File: src/rtl/dmem_pkg.sv
// Shared encodings, FSM state type and lane helpers for the MEM-stage data-memory controller.
// Width-specific helpers assume a 32-bit word with 4 byte lanes.
package dmem_pkg;

  localparam logic [2:0] F3_B  = 3'b000;
  localparam logic [2:0] F3_H  = 3'b001;
  localparam logic [2:0] F3_W  = 3'b010;
  localparam logic [2:0] F3_BU = 3'b100;
  localparam logic [2:0] F3_HU = 3'b101;

  localparam int TIMEOUT_DEF = 64;

  typedef enum logic [1:0] {
    ST_IDLE   = 2'd0,
    ST_ACCESS = 2'd1,
    ST_DONE   = 2'd2
  } dmem_state_t;

  function automatic logic req_illegal(input logic rd, input logic wr,
                                       input logic [2:0] f3, input logic [1:0] a);
    logic bad;
    bad = rd & wr;
    if (wr && f3[2]) bad = 1'b1;
    case (f3)
      F3_B, F3_BU: begin
      end
      F3_H, F3_HU: if (a[0]) bad = 1'b1;
      F3_W:        if (a != 2'b00) bad = 1'b1;
      default:     bad = 1'b1;
    endcase
    return bad;
  endfunction

  function automatic logic [3:0] lane_byteen(input logic [2:0] f3, input logic [1:0] a);
    logic [3:0] be;
    case (f3[1:0])
      2'b00:   be = 4'b0001 << a;
      2'b01:   be = 4'b0011 << a;
      default: be = 4'b1111;
    endcase
    return be;
  endfunction

  function automatic logic [31:0] lane_replicate(input logic [2:0] f3, input logic [31:0] w);
    logic [31:0] r;
    case (f3[1:0])
      2'b00:   r = {4{w[7:0]}};
      2'b01:   r = {2{w[15:0]}};
      default: r = w;
    endcase
    return r;
  endfunction

  function automatic logic [31:0] lane_extend(input logic [2:0] f3, input logic [1:0] a,
                                              input logic [31:0] word);
    logic signed [7:0]  b_s;
    logic signed [15:0] h_s;
    logic signed [31:0] ext_s;
    b_s = word[{a, 3'b000} +: 8];
    h_s = word[{a[1], 4'b0000} +: 16];
    case (f3)
      F3_B:    ext_s = 32'(b_s);
      F3_H:    ext_s = 32'(h_s);
      F3_BU:   ext_s = {24'd0, b_s};
      F3_HU:   ext_s = {16'd0, h_s};
      default: ext_s = word;
    endcase
    return ext_s;
  endfunction

endpackage

File: src/rtl/dmem_access_ctrl_if.sv
// Request/acknowledge data-memory port between the MEM-stage controller (master) and memory (slave).
interface dmem_access_ctrl_if #(
  parameter int ADDR_W = 32,
  parameter int DATA_W = 32
);
  logic              mem_read;
  logic              mem_write;
  logic [ADDR_W-1:0] mem_addr;
  logic [DATA_W-1:0] mem_wdata;
  logic [3:0]        mem_byteen;
  logic [DATA_W-1:0] mem_rdata;
  logic              mem_ack;

  modport master (
    output mem_read, mem_write, mem_addr, mem_wdata, mem_byteen,
    input  mem_rdata, mem_ack
  );

  modport slave (
    input  mem_read, mem_write, mem_addr, mem_wdata, mem_byteen,
    output mem_rdata, mem_ack
  );
endinterface

File: src/rtl/dmem_lane_align.sv
// Combinational byte-lane steering: store byte enables and replication, load lane extraction
// with sign/zero extension.
module dmem_lane_align
  import dmem_pkg::*;
#(
  parameter int DATA_W = 32
) (
  input  logic [2:0]        fun_3,
  input  logic [1:0]        addr_lo,
  input  logic [DATA_W-1:0] wdata,
  input  logic [DATA_W-1:0] mem_rdata,
  output logic [3:0]        byteen,
  output logic [DATA_W-1:0] wdata_rep,
  output logic [DATA_W-1:0] rdata_ext
);

  assign byteen    = lane_byteen(fun_3, addr_lo);
  assign wdata_rep = lane_replicate(fun_3, wdata);
  assign rdata_ext = lane_extend(fun_3, addr_lo, mem_rdata);

endmodule

File: src/rtl/dmem_access_ctrl.sv
// MEM-stage data-memory sequencer: validates the EX/MEM request, runs one req/ack access,
// stalls the pipeline through busywait and aborts accesses the memory never acknowledges.
module dmem_access_ctrl
  import dmem_pkg::*;
#(
  parameter int ADDR_W      = 32,
  parameter int DATA_W      = 32,
  parameter int TIMEOUT_CYC = TIMEOUT_DEF
) (
  input  logic              clk,
  input  logic              reset,
  input  logic              d_mem_r,
  input  logic              d_mem_w,
  input  logic [2:0]        fun_3,
  input  logic [ADDR_W-1:0] addr,
  input  logic [DATA_W-1:0] wdata,
  output logic              busywait,
  output logic [DATA_W-1:0] rdata,
  output logic              access_err,
  output logic              timeout_err,
  dmem_access_ctrl_if.master mem
);

  localparam int CNT_W = (TIMEOUT_CYC > 1) ? $clog2(TIMEOUT_CYC) : 1;
  localparam logic [CNT_W-1:0] CNT_LAST = CNT_W'(TIMEOUT_CYC - 1);

  dmem_state_t       state_q, state_d;
  logic [CNT_W-1:0]  cnt_q;
  logic              rd_q, wr_q;
  logic [ADDR_W-1:0] addr_q;
  logic [DATA_W-1:0] wdata_q;
  logic [2:0]        f3_q;
  logic [3:0]        byteen;
  logic [DATA_W-1:0] wdata_rep, rdata_ext;

  logic req, illegal, accept, reject, ack_hit, to_hit;

  assign req     = d_mem_r | d_mem_w;
  assign illegal = req_illegal(d_mem_r, d_mem_w, fun_3, addr[1:0]);
  assign accept  = (state_q == ST_IDLE) && req && !illegal;
  assign reject  = (state_q == ST_IDLE) && req && illegal;
  assign ack_hit = (state_q == ST_ACCESS) && mem.mem_ack;
  assign to_hit  = (state_q == ST_ACCESS) && !mem.mem_ack && (cnt_q == CNT_LAST);

  dmem_lane_align #(.DATA_W(DATA_W)) u_lane (
    .fun_3     (f3_q),
    .addr_lo   (addr_q[1:0]),
    .wdata     (wdata_q),
    .mem_rdata (mem.mem_rdata),
    .byteen    (byteen),
    .wdata_rep (wdata_rep),
    .rdata_ext (rdata_ext)
  );

  always_ff @(posedge clk or negedge reset) begin
    if (!reset) state_q <= ST_IDLE;
    else        state_q <= state_d;
  end

  // DONE always returns to IDLE so a request still held by the pipeline is not reissued.
  always_comb begin
    state_d = state_q;
    case (state_q)
      ST_IDLE:   if (accept) state_d = ST_ACCESS;
      ST_ACCESS: if (ack_hit || to_hit) state_d = ST_DONE;
      ST_DONE:   state_d = ST_IDLE;
      default:   state_d = ST_IDLE;
    endcase
  end

  // The IDLE term is combinational so the pipeline freezes in the cycle the request appears.
  always_comb begin
    busywait = 1'b0;
    if (reset) begin
      case (state_q)
        ST_IDLE:   busywait = accept;
        ST_ACCESS: busywait = 1'b1;
        default:   busywait = 1'b0;
      endcase
    end
  end

  always_ff @(posedge clk or negedge reset) begin
    if (!reset) begin
      cnt_q       <= '0;
      rd_q        <= 1'b0;
      wr_q        <= 1'b0;
      rdata       <= '0;
      access_err  <= 1'b0;
      timeout_err <= 1'b0;
    end else begin
      access_err  <= reject;
      timeout_err <= to_hit;
      if (accept) begin
        rd_q  <= d_mem_r;
        wr_q  <= d_mem_w;
        cnt_q <= '0;
      end else if (ack_hit || to_hit) begin
        rd_q <= 1'b0;
        wr_q <= 1'b0;
      end else if (state_q == ST_ACCESS) begin
        cnt_q <= cnt_q + 1'b1;
      end
      // Ack takes priority over timeout when both land in the same cycle.
      if (ack_hit && rd_q) rdata <= rdata_ext;
      else if (to_hit)     rdata <= '0;
    end
  end

  always_ff @(posedge clk) begin
    if (accept) begin
      addr_q  <= addr;
      wdata_q <= wdata;
      f3_q    <= fun_3;
    end
  end

  assign mem.mem_read   = rd_q;
  assign mem.mem_write  = wr_q;
  assign mem.mem_addr   = {addr_q[ADDR_W-1:2], 2'b00};
  assign mem.mem_wdata  = wdata_rep;
  assign mem.mem_byteen = byteen;

endmodule

File: src/flat_wrapper.sv
// flat-port wrapper written by rule: the top's interface ports become plain ports
module dmem_access_ctrl_flat import dmem_pkg::*;
#(
  parameter int ADDR_W      = 32,
  parameter int DATA_W      = 32,
  parameter int TIMEOUT_CYC = TIMEOUT_DEF
)
  (clk, reset, d_mem_r, d_mem_w, fun_3, addr, wdata, busywait, rdata, access_err, timeout_err, mem_mem_read, mem_mem_write, mem_mem_addr, mem_mem_wdata, mem_mem_byteen, mem_mem_rdata, mem_mem_ack);
  dmem_access_ctrl_if #(.ADDR_W(ADDR_W), .DATA_W(DATA_W)) mem_i ();
  input  logic clk;
  input  logic reset;
  input  logic d_mem_r;
  input  logic d_mem_w;
  input  logic [2:0] fun_3;
  input  logic [ADDR_W-1:0] addr;
  input  logic [DATA_W-1:0] wdata;
  output logic busywait;
  output logic [DATA_W-1:0] rdata;
  output logic access_err;
  output logic timeout_err;
  output wire logic [$bits(mem_i.mem_read)-1:0] mem_mem_read;
  output wire logic [$bits(mem_i.mem_write)-1:0] mem_mem_write;
  output wire logic [$bits(mem_i.mem_addr)-1:0] mem_mem_addr;
  output wire logic [$bits(mem_i.mem_wdata)-1:0] mem_mem_wdata;
  output wire logic [$bits(mem_i.mem_byteen)-1:0] mem_mem_byteen;
  input wire logic [$bits(mem_i.mem_rdata)-1:0] mem_mem_rdata;
  input wire logic [$bits(mem_i.mem_ack)-1:0] mem_mem_ack;
  assign mem_mem_read = mem_i.mem_read;
  assign mem_mem_write = mem_i.mem_write;
  assign mem_mem_addr = mem_i.mem_addr;
  assign mem_mem_wdata = mem_i.mem_wdata;
  assign mem_mem_byteen = mem_i.mem_byteen;
  assign mem_i.mem_rdata = mem_mem_rdata;
  assign mem_i.mem_ack = mem_mem_ack;
  dmem_access_ctrl #(.ADDR_W(ADDR_W), .DATA_W(DATA_W), .TIMEOUT_CYC(TIMEOUT_CYC)) u_core (.clk(clk), .reset(reset), .d_mem_r(d_mem_r), .d_mem_w(d_mem_w), .fun_3(fun_3), .addr(addr), .wdata(wdata), .busywait(busywait), .rdata(rdata), .access_err(access_err), .timeout_err(timeout_err), .mem(mem_i));
endmodule
File: config.mk
export PLATFORM = sky130hd
export DESIGN_NAME = dmem_access_ctrl_flat
export DESIGN_NICKNAME = d
export VERILOG_FILES = /design/src/rtl/dmem_pkg.sv /design/src/rtl/dmem_access_ctrl_if.sv /design/src/rtl/dmem_lane_align.sv /design/src/rtl/dmem_access_ctrl.sv /design/src/flat_wrapper.sv
export SDC_FILE = /design/constraint.sdc
export NUM_CORES = 1
export LEC_CHECK = 0
export CORE_ASPECT_RATIO = 0.8
export CORE_UTILIZATION = 43
export DETAILED_ROUTE_END_ITERATION = 6
export MAX_ROUTING_LAYER = met4
export PLACE_DENSITY_LB_ADDON = 0.12
export SLEW_MARGIN = 20
export SYNTH_ARGS = -nofsm -noshare
export SYNTH_HDL_FRONTEND = slang
export SYNTH_SLANG_ARGS = --single-unit
export TNS_END_PERCENT = 20
File: constraint.sdc
create_clock -name clk -period 2.4 [get_ports clk]
set_input_delay 0.24 -clock clk [delete_from_list [all_inputs] [get_ports clk]]
set_output_delay 0.24 -clock clk [all_outputs]
set_load 0.01 [all_outputs]
Word-level counts from Yosys, hierarchy flattened. Cells that the tools add are included.

Input port bits: 104. Output and inout bits: 105. Bits in registers: 111. Word-level logic and storage cells: 73.

Bitwise logic cells: 2. Reduce and logical (&&, ||, !) cells: 23. Add/sub/neg operators: 1. Mux-type cells: 20. Equality and inequality tests: 13. Shift-type cells: 4.

Operators by type and width (count): 32-bit one-hot mux with 4 select lines (1); 32-bit 2-to-1 mux (2); 32-bit one-hot mux with 2 select lines (1); 32-bit by 6-bit indexed part select with 16-bit output (1); 32-bit by 6-bit indexed part select with 8-bit output (1); 6-bit 2-to-1 mux (3); 3-bit == test (second input constant) (4); 1-bit logical AND (8); 4-bit one-hot mux with 2 select lines (1); 2-bit nonzero test (4); 1-bit 2-to-1 mux (7); 6-bit by 1-bit adder with 6-bit output (second input constant) (1); 3-bit by 1-bit == test with 1-bit output (second input constant) (2); 6-bit == test (second input constant) (1); 3-bit zero test (2); 2-bit by 1-bit == test with 1-bit output (second input constant) (2); 2-bit zero test (2); 2-bit 2-to-1 mux (2); 2-bit by 1-bit inequality test with 1-bit output (second input constant) (2); 2-bit one-hot mux with 2 select lines (1); 2-bit AND reduction (2); 2-bit OR reduction (2); 1-bit by 2-bit left shift with 4-bit output (first input constant) (1); 2-bit by 2-bit left shift with 4-bit output (first input constant) (1); 8 further kinds (9).

Logic depth before layout (Yosys ltp).
Word-level depth: 8. Depth in mapped cells: 6. Gate-level depth less buffers: 5.

By module. A second synthesis with hierarchy kept.

Cell total of the unflattened synthesis: 436. Area, all modules: 5328.9 um^2.

By module, submodules not included: dmem_access_ctrl (area an instance 4018.9 um^2, instances 1, cells each 236, seq. area each 3113.0 um^2); dmem_lane_align (area an instance 1310.0 um^2, instances 1, cells each 200, seq. area each 0.0 um^2).

Least setup slack after synthesis. Ideal clock, no wire load.

Path type: input to register. From: input port fun_3[2]. To: register u_core.addr_q[0] (enable). Data arrival time: 1.754 ns. Slack: 0.248 ns. Required time: 2.002 ns. Buffers on the path: 1. Stages on the path: 4. Library setup time: 0.398 ns. Cell sequence: o31ai_1 nand3_1 nor4_1 buf_2.

Longest elaborated chain between the ends: 6. Elaborated cells between the ends (all ways): 14. Those cells by class: 4 x eq/ne; 4 x mux; 6 x reduce/logical.

Ends and longest elaborated chain: start: declaration (RTL line flat_wrapper.sv:14) `input logic [2:0] fun_3;`; 1-bit logical AND (RTL line dmem_pkg.sv:23) `if (wr && f3[2]) bad = 1'b1;`; 1-bit 2-to-1 mux (RTL line dmem_pkg.sv:23); 1-bit 2-to-1 mux, on equally long branches (RTL line dmem_pkg.sv:28, dmem_pkg.sv:27); 1-bit one-hot mux with 3 select lines (*) (RTL line dmem_pkg.sv:24) `case (f3)`; 1-bit zero test (*) (RTL line dmem_access_ctrl.sv:40) `assign accept = (state_q == ST_IDLE) && req && !illegal;`; 1-bit logical AND (*) (RTL line dmem_access_ctrl.sv:40); end signal: assignment (RTL line dmem_access_ctrl.sv:112) `addr_q <= addr;`; end: declaration (RTL line dmem_access_ctrl.sv:30) `logic [ADDR_W-1:0] addr_q;`.

Every way passes the cells marked *; elsewhere a longest branch is shown, timed or not. A chain may end at the register's enable or synchronous reset.

Worst setup path in the final report.
From: input port fun_3[2]. To: output port busywait.

Longest elaborated chain between the ends: 8. Elaborated cells between the ends (all ways): 16. Those cells by class: 4 x eq/ne; 6 x mux; 6 x reduce/logical.

Ends and longest elaborated chain: 1-bit logical AND (RTL line dmem_pkg.sv:23); 1-bit 2-to-1 mux (RTL line dmem_pkg.sv:23); 1-bit 2-to-1 mux, on equally long branches (RTL line dmem_pkg.sv:28, dmem_pkg.sv:27); 1-bit one-hot mux with 3 select lines (*) (RTL line dmem_pkg.sv:24); 1-bit zero test (*) (RTL line dmem_access_ctrl.sv:40); 1-bit logical AND (*) (RTL line dmem_access_ctrl.sv:40); 1-bit one-hot mux with 2 select lines (*) (RTL line dmem_access_ctrl.sv:75) `case (state_q)`; 1-bit 2-to-1 mux (*) (RTL line dmem_access_ctrl.sv:74) `if (reset) begin`; end: declaration (RTL line flat_wrapper.sv:17) `output logic busywait;`.

Marks and branches as above.

==> impl_metrics.ini <==
[critical_path]
crit_path_end_kind = output pin
cp.required_ps = 2160
crit_type = in -> out
critPathSlowestCell = clkdlybuf4s50_1
max_stage_delay_ps = 530
r2r_cells = 4
critPathMaxFanout = 3
path_common_cell = clkdlybuf4s50_1
crit_family = buffers and inverters
cp_cell_sequence = clkdlybuf4s50_1 -> o31ai_1 -> nand3_1 -> nor4_2 -> o211a_1 -> clkdlybuf4s50_1
rrSetupSlack_ps = 410
crit_buf_inv = 2
cp.depth = 6
crit_path_start_kind = input pin
arrival_ps = 1980

[synth]
synth_xor_area_share_pct = 0.1757
seq_area_frac_synth_pct = 62.47
yosys-mux-area-fraction_pct = 8.938
synth_top_area_share_pct = 40.37
synth_warnings = 0
synthFlopType = edfxtp_1
yosysTopAreaCell = edfxtp_1
yosys-top-cells-count = edfxtp_1, dfrtp_1, buf_4, nand2_1, o21ai_0
synth_edf_count = 67
yosys.area_share.simple_pct = 7.632
synth_compound_area_share_pct = 12.03
synth.avg_cell_area_um2 = 13.69
synth_cell_types = 51
synth_cells = 364
synth_adder_area_share_pct = 0.2511
syn_area_um2 = 4984
synth_most_common_cell = edfxtp_1
ys_ff_latch = 111
synth_top_family_by_area = compound AO/OA/AOI/OAI gates
async_flop_share_pct = 39.64
synth_area_leaders = edfxtp_1, dfrtp_1, buf_4

[pwr]
p_leak_uw = 0.002798
combPwrFrac_pct = 29.8
pwr-share-clk_pct = 25.8
netSwitchingPower_uw = 1595
power_uw = 6019
p_int_uw = 4423
ir_worst_vdd_v = 0.0004844
seqPwrFrac_pct = 44.4
switching_share_pct = 26.51
power_density_nw_per_um2 = 829.3

[sta]
min_period_ps = 2225
slew_headroom_pct = 38.90
worst_pin_slew_ps = 916.4
maxSlewViolCount = 0
finalCritPeriodShare_pct = 92.70
rsz0062_at_grt = no
hold_viol = 0
fmax_ghz = 0.4495
setup_tns_ps = 0
finalSetupViolations = 0
finalClockSkew_ps = 6.779

[cts]
clk_pin_slew_ps = 70
ctsRootBufferMaster = clkbuf_16
ctsHoldBuffers = 0
cts_resized = 0
cts_setup_buffers = 0
clk_path_buf_depth = 2
clk_latency_ps = 340
cts_made_buffers = 9
cts.sinks = 111
cts_htree_levels = 3
cts_tree = yes

[min_path]
hp-class = in -> async

[drt]
antenna_left = 0
wirelength_um = 12270
avgRoutedWirePerCell_um = 17.84
drc = 0
num_vias = 3581
vias_per_cell = 5.205
dr.first_iter.drc_count = 216
dr.pass1.iters = 4

[grt]
grt_overflow = 0
gr-usage-all-layers_pct = 21.59
grt_antenna_before_repair = 0
grt_pass1_wl_um = 18860
grt_pass1_vias = 3533
grt_max_degree = 50

[die]
num_rows = 34
dieArea_um2 = 12030
io_pins = 209
start_util_pct = 45.06
die_x_um = 122.4
core_um2 = 11060
chipHeight_um = 98.29

[place]
dp_hpwl_um = 9074
gp_congestion = 0.8644
port_buffers = 206

[status]
outcome = finished clean

[layout]
drive_gt1_share_pct = 9.743
area_growth_pct = 45.62
seq_area_um2 = 3113
multi_input_area_um2 = 1463
fillCellCount = 856
fin_util_pct = 65.61
fin_nets = 644
n_antenna_cell = 0

[job]
drv_cap = 0
[cell usage in the layout (no fill, tap or decap), drive strengths merged, types with 3 or more instances in the layout]
master,n
dfrtp,44
mux2,16
clkbuf,11
a211o,8
clkinvlp,3
edfxtp,67
o221ai,7
nor3,4
a21oi,10
nand2b,3
o2bb2ai,7
nand3,5
buf,13
inv,7
o21ai,23
nor2,10
nand2,29
a221o,16
mux2i,22
clkdlybuf4s50,205
[metal layers]
layer | vias to the layer above | GRT usage [%] | part of all wire, %
met3 | 9 | 5.958 | 8.0
met2 | 145 | 34.44 | 49
li1 | 1681 | - | -
met1 | 1746 | 27.15 | 42
met4 | 0 | 5.253 | 0.77
met5 | - | - | 0
[state kept, by name, summed over array words and instances, names as in the netlist, 2 cells and up]
register,count
u_core.addr_q,32
u_core.rdata,32
u_core.wdata_q,32
u_core.cnt_q,6
u_core.f3_q,3
u_core.state_q,2
[kinds of logic (layout without fill, tap and decap cells)]
group	Yosys count	after routing
other	1	2
flip-flops	111	111
AO/OA/AOI/OAI	79	79
AND/OR/NAND/NOR	69	69
XOR/XNOR	1	1
multiplexers	40	40
buffers and inverters	62	241
adder cells (fa/ha/maj)	1	1
[power groups by stage]
stage / combinational [uW] / sequential [uW] / clock [uW]
after floorplan: 704 / 2780 / 0
after global placement: 1770 / 2700 / 0
after detailed placement: 1810 / 2700 / 0
after CTS: 1810 / 2670 / 1600
after global routing: 1920 / 2720 / 1670
final: 1790 / 2670 / 1550
[stage by stage]
| step | worst slack, ps | hold slack (ps) | instances | cell area (um^2) |
|---|---|---|---|---|
| 4_1_cts | 169.2 | 97.21 | 688 | 7254 |
| 3_3_place_gp | 196.8 | 463.1 | 672 | 6939 |
| 6_report | 175.1 | 85.90 | 688 | 7257 |
| 3_5_place_dp | 143.4 | 461.1 | 672 | 6939 |
| 5_1_grt | 35.44 | 129.8 | 688 | 7257 |
| 2_1_floorplan | 247.6 | -55.59 | 365 | 4987 |
[worst paths after layout]
| kind | start | endpoint |
|---|---|---|
| min in group clk | addr[18] | u_core.addr_q[18] |
| hold reg to reg | u_core.rdata[8] | u_core.rdata[8] |
| hold / removal | reset | u_core.rdata[20] |
| setup reg to reg | u_core.cnt_q[0] | u_core.rdata[23] |
| max in group asynchronous | reset | u_core.access_err |
| setup / recovery | fun_3[2] | busywait |
[layout make-up]
| type | count | area share (%) |
|---|---|---|
| Inverter | 7 | 0.3621 |
| Clock inverter | 5 | 1.138 |
| Tap cell | 144 | 2.483 |
| Sequential cell | 111 | 42.90 |
| Clock buffer | 11 | 3.207 |
| Multi-Input combinational cell | 192 | 20.16 |
| Timing Repair Buffer | 218 | 29.76 |
Note: power is estimated with default switching activity, not from simulation.
==> variant 1: new RTL, same flow settings <==
`ADDR_W` is set to 32 in 3 places; all go to 64.
--- a/src/rtl/dmem_access_ctrl_if.sv
+++ b/src/rtl/dmem_access_ctrl_if.sv
@@ -1,6 +1,6 @@
 // Request/acknowledge data-memory port between the MEM-stage controller (master) and memory (slave).
 interface dmem_access_ctrl_if #(
-  parameter int ADDR_W = 32,
+  parameter int ADDR_W = 64,
   parameter int DATA_W = 32
 );
   logic              mem_read;
--- a/src/rtl/dmem_access_ctrl.sv
+++ b/src/rtl/dmem_access_ctrl.sv
@@ -3,7 +3,7 @@
 module dmem_access_ctrl
   import dmem_pkg::*;
 #(
-  parameter int ADDR_W      = 32,
+  parameter int ADDR_W      = 64,
   parameter int DATA_W      = 32,
   parameter int TIMEOUT_CYC = TIMEOUT_DEF
 ) (
--- a/src/flat_wrapper.sv
+++ b/src/flat_wrapper.sv
@@ -1,7 +1,7 @@
 // flat-port wrapper written by rule: the top's interface ports become plain ports
 module dmem_access_ctrl_flat import dmem_pkg::*;
 #(
-  parameter int ADDR_W      = 32,
+  parameter int ADDR_W      = 64,
   parameter int DATA_W      = 32,
   parameter int TIMEOUT_CYC = TIMEOUT_DEF
 )
Interface: changed (resized addr and mem_mem_addr); port bits go from 209 to 273. The function was not compared with the original's and may differ.
==> variant 1 against the original RTL <==
  * Area after synthesis up 24%
  * Die area up 23%
  * Clock power up 72%
  * Non-clock buffer count up 75
  * Worst setup slack worse by 0.11 ns
  * Sequential cell count up 32
  * Wire length up 28%
  * Total power up 27%
  * Cell area up 29%
==> variant 1: results (changes against the original RTL) <==
Register area share after synthesis - 0.660 (was 0.625)
Avg Vias per Cell - 5.07 (was 5.20)
First-pass detailed-route iteration total - 5 (was 4)
Mean routed wirelength per cell - 18.8 um (was 17.8 um)
Vias in the first global route - 4395 (was 3533)
Worst flop-to-flop path endpoint - u_core.rdata[17] (was u_core.rdata[23])
Largest registers - u_core.addr_q: 64 flops, u_core.rdata: 32 flops, u_core.wdata_q: 32 flops (was u_core.addr_q: 32 flops, u_core.rdata: 32 flops, u_core.wdata_q: 32 flops)
Met1 Wirelength - 6.32 mm (was 5.19 mm)
GPL Wtd Cong - 0.843 (was 0.864)
Type of the worst min-delay path - primary input to flip-flop (was primary input to asynchronous set/reset pin)
Net Sw Frac - 0.242 (was 0.265)
Largest net degree at the start of global routing - 45 (was 50)
Nets - 777 (was 644)
Routing usage on met2 - 0.344 (about the same)
Synth top cells by count - edfxtp_1, buf_4, dfrtp_1, a221o_1 (was edfxtp_1, dfrtp_1, buf_4, nand2_1, o21ai_0)
Fraction of layout cells with a size suffix above 1 - 0.129 (was 0.0974)
Dpl hpwl - 11.6 mm (was 9.07 mm)
Critical path peak fanout - 6 (was 3)
CP endpoint - mem_mem_wdata[12] (was busywait)
Total track usage - 0.224 (was 0.216)
Met3 WL - 1.43 mm (was 984 um)
WP data arrival - 2.10 ns (was 1.98 ns)
Global-route wire length before repair - 23.5 mm (was 18.9 mm)
Outcome - finished, final reports clean (unchanged)
Placed cell area - 8660 sq um (was 6940 sq um)
Reg2Reg Setup Slack - 0.26 ns (was 0.41 ns)
H-tree depth - 4 (was 3)
Async set or reset register ratio after synthesis - 0.308 (was 0.396)
Met1 usage in global routing - 0.271 (was 0.272)
Synth cell types - 56 (was 51)
Drt initial violations - 286 (was 216)
Crit path launch - u_core.f3_q[0] (was fun_3[2])
[variant 1: changes by cell type in the layout (fill, tap and decap cells not counted), sizes merged, moves of 9 or more]
cell,change
buf,+10
o21ai,-9
edfxtp,+32
clkbuf,+14
nand2,-9
clkdlybuf4s50,+56
[variant 1: logic make-up (layout without fill, tap and decap cells)]
group	Yosys count	count (layout)	share of synthesized area
compound gates	74	74	0.0983
mux	39	39	0.0689
buf+inv	99	334	0.109
xor+xnor	2	2	0.00284
fa+ha+maj	1	1	0.00203
simple gates	58	58	0.0583
other cells	1	2	0.000607
flops	143	143	0.660
[variant 1: worst reg2reg max path: stages (launching register included)]
cell and delay (ns):
edfxtp_1 0.53, nor2_1 0.28, mux4_2 0.25, nor4b_4 0.78, a221o_1 0.23
[variant 1: per-stage QoR]
step	setup TNS [ns]	std cells	utilization	power (mW)	hold WS [ns]
floorplan	0	418	-	3.96	-0.0556
global placement	0	798	0.628	5.00	0.409
detailed placement	-0.207	798	0.628	5.03	0.407
CTS	0	832	0.674	7.74	0.355
global route	-0.0566	833	0.679	7.98	0.353
finish	0	833	0.679	7.67	0.377
[variant 1: power by group through the flow]
stage	Clock [mW]	Sequential (mW)	Combinational (mW)
6_report	2.67	3.27	1.74
5_1_grt	2.82	3.30	1.85
4_1_cts	2.72	3.26	1.75
3_5_place_dp	0	3.30	1.73
3_3_place_gp	0	3.30	1.70
2_1_floorplan	0	3.38	0.576
[variant 1: area by class of cell]
type	instances	area, sq um
clock buffer	25	549
clock inverter	7	68.8
fill	963	4430
inverter	9	36.3
multi-input combinational	176	1470
sequential	143	4070
tap	180	225
timing repair buffer	293	2940
[variant 1: what timing repair did]
action	4_1_cts	5_1_grt
pin swaps	0	2
resized for setup	2	15
endpoints found under the setup margin	9	23
endpoints found under the hold margin	44	0
hold buffers	1	0
buffers inserted	1	1
==> variant 2: new RTL, config.mk and constraints unchanged <==
Made on the original files. Make the reset (`reset`) synchronous in 2 clocked blocks.
--- a/src/rtl/dmem_access_ctrl.sv
+++ b/src/rtl/dmem_access_ctrl.sv
@@ -52,7 +52,7 @@
     .rdata_ext (rdata_ext)
   );
 
-  always_ff @(posedge clk or negedge reset) begin
+  always_ff @(posedge clk) begin
     if (!reset) state_q <= ST_IDLE;
     else        state_q <= state_d;
   end
@@ -80,7 +80,7 @@
     end
   end
 
-  always_ff @(posedge clk or negedge reset) begin
+  always_ff @(posedge clk) begin
     if (!reset) begin
       cnt_q       <= '0;
       rd_q        <= 1'b0;
Function: differs if reset is asserted again (counterexample within 4 cycles, from zero or initial values and one cycle with reset low); with reset held inactive, the same outputs for 4 cycles.
==> variant 2 against the original RTL <==
  * Synthesized cell count increased by 3.0%
  * Sequential cell count unchanged
  * Wire length about the same
  * Worst setup slack worse by 0.057 ns
  * Cell area is 0.74% lower
  * Area after synthesis decreased by 2.0%
  * Maximum frequency is 2.5% lower
  * Non-clock buffer count up 10
  * Global-route usage up 0.67 points
Power is not compared: it rests on default switching activity, and its combinational part moved more than twofold at a synthesized area within 25%.
==> variant 2: results (changes against the original RTL) <==
Outcome - finished, final reports clean (unchanged)
Largest net degree at the start of global routing - 38 (was 50)
Initial antenna violation count - 0 (unchanged)
Worst r2r path cells - 5 (was 4)
Synth cell types - 48 (was 51)
IO buf count - 206 (unchanged)
Mapped Avg Cell Area - 13.0 sq um (was 13.7 sq um)
Reg2Reg Setup Slack - 0.47 ns (was 0.41 ns)
Slew HR - 0.452 (was 0.389)
Hold path depth - 1
Dpl hpwl - 8.93 mm (was 9.07 mm)
Worst flop-to-flop path endpoint - u_core.rdata[7] (was u_core.rdata[23])
Mean routed wirelength per cell - 17.4 um (was 17.8 um)
Synth top cells by count - edfxtp_1, dfxtp_1, buf_4, o21ai_0 (was edfxtp_1, dfrtp_1, buf_4, nand2_1, o21ai_0)
Nets - 661 (was 644)
Type of the worst min-delay path - primary input to flip-flop (was primary input to asynchronous set/reset pin)
Clock Tree Buf Depth - 2 (unchanged)
Worst path slowest cell - edfxtp_1 (was clkdlybuf4s50_1)
Global-route wire length before repair - 19.5 mm (was 18.9 mm)
Total number of vias - 3651 (was 3581)
Total track usage - 0.223 (was 0.216)
Avg Vias per Cell - 5.18 (was 5.20)
Synth top area cells - edfxtp_1, dfxtp_1, buf_4, mux2i_1, mux2_2 (was edfxtp_1, dfrtp_1, buf_4, mux2i_1, mux2_2)
Fraction of layout cells with a size suffix above 1 - 0.127 (was 0.0974)
Cell family with most CP delay - buffers and inverters (unchanged)
EDFF count, synth - 67 (unchanged)
Dpl cells - 689 (was 672)
Crit path launch - u_core.f3_q[0] (was fun_3[2])
Async set or reset register ratio after synthesis - 0 (was 0.396)
R2r startpoint - u_core.f3_q[1] (was u_core.cnt_q[0])
WP data arrival - 2.04 ns (was 1.98 ns)
Register area share after synthesis - 0.592 (was 0.625)
# diodes - 0 (unchanged)
Pins Over Slew Limit - 0 (unchanged)
Pre-CTS WS - -0.00398 ns (was 0.143 ns)
Drt initial violations - 279 (was 216)
Min-Delay Endpoint - u_core.wdata_q[4]
Critical path peak fanout - 8 (was 3)
Worst Skew - 0.00521 ns (was 0.00678 ns)
Layout fillers - 843 (was 856)
GPL Wtd Cong - 0.798 (was 0.864)
Leak pwr - 2.63 nW
variant 2: cell types whose count changed in the layout (fill, tap and decap cells not counted), moves of 8 or more:
cell,unedited run,this run
a211o_1,8,0
a21oi_1,10,2
buf_4,11,20
dfrtp_1,44,0
dfxtp_1,0,44
nand2_1,29,17
nor2_1,9,18
variant 2: where the power goes:
group,internal [mW],total (mW),switching [mW],leakage (nW)
combinational,0.339,0.567,0.228,1.53
clock,0.810,1.48,0.665,0.132
sequential,2.09,2.12,0.0301,0.973
total,3.24,4.16,0.924,2.63
variant 2: per-layer routing:
layer | track usage | share of wire | routed length, um | vias up
met5 | - | 0 | 0 | -
met3 | 0.0692 | 0.087 | 1070 | 17
met4 | 0.0674 | 0.016 | 201 | 0
met2 | 0.328 | 0.46 | 5640 | 164
met1 | 0.293 | 0.44 | 5360 | 1732
li1 | - | - | - | 1738
variant 2: cell type report:
class	instances	area, sq um	share of cell area
Clock buffer	11	233	0.0323
Sequential cell	111	2890	0.402
Tap cell	144	180	0.0250
Inverter	15	60.1	0.00834
Timing Repair Buffer	228	2250	0.312
Clock inverter	5	58.8	0.00816
Multi-Input combinational cell	191	1530	0.212
variant 2: per-stage QoR:
step / hold WS (ns) / instance area, sq um / utilization
6_report: 0.443 / 7200 / 0.656
5_1_grt: 0.428 / 7200 / 0.656
4_1_cts: 0.431 / 7200 / 0.656
3_5_place_dp: 0.451 / 6910 / 0.629
3_3_place_gp: 0.452 / 6910 / 0.629
2_1_floorplan: 0.339 / 4890 / -
variant 2: how the worst max path moves through the flow:
stage               cells past startpoint  slack [ns]                end
global placement                        7        0.02           busywait
finish                                  4        0.12  mem_mem_wdata[10]
CTS                                     4         0.1  mem_mem_wdata[10]
floorplan                               5        0.03           busywait
detailed placement                      7      -0.004           busywait
global route                            4        0.02  mem_mem_wdata[29]
variant 2: cells by family after synthesis:
family / Yosys count / synth area share
flip-flops: 111 / 0.592
AO/OA/AOI/OAI: 85 / 0.145
buffers and inverters: 74 / 0.0971
AND/OR/NAND/NOR: 66 / 0.0776
multiplexers: 36 / 0.0830
adder cells (fa/ha/maj): 1 / 0.00256
other: 1 / 0.000768
XOR/XNOR: 1 / 0.00179
variant 2: repair_timing:
item / 4_1_cts / 5_1_grt
setup endpoints to repair: 1 / 0
hold buffers: 0 / 0
resized for setup: 1 / 0
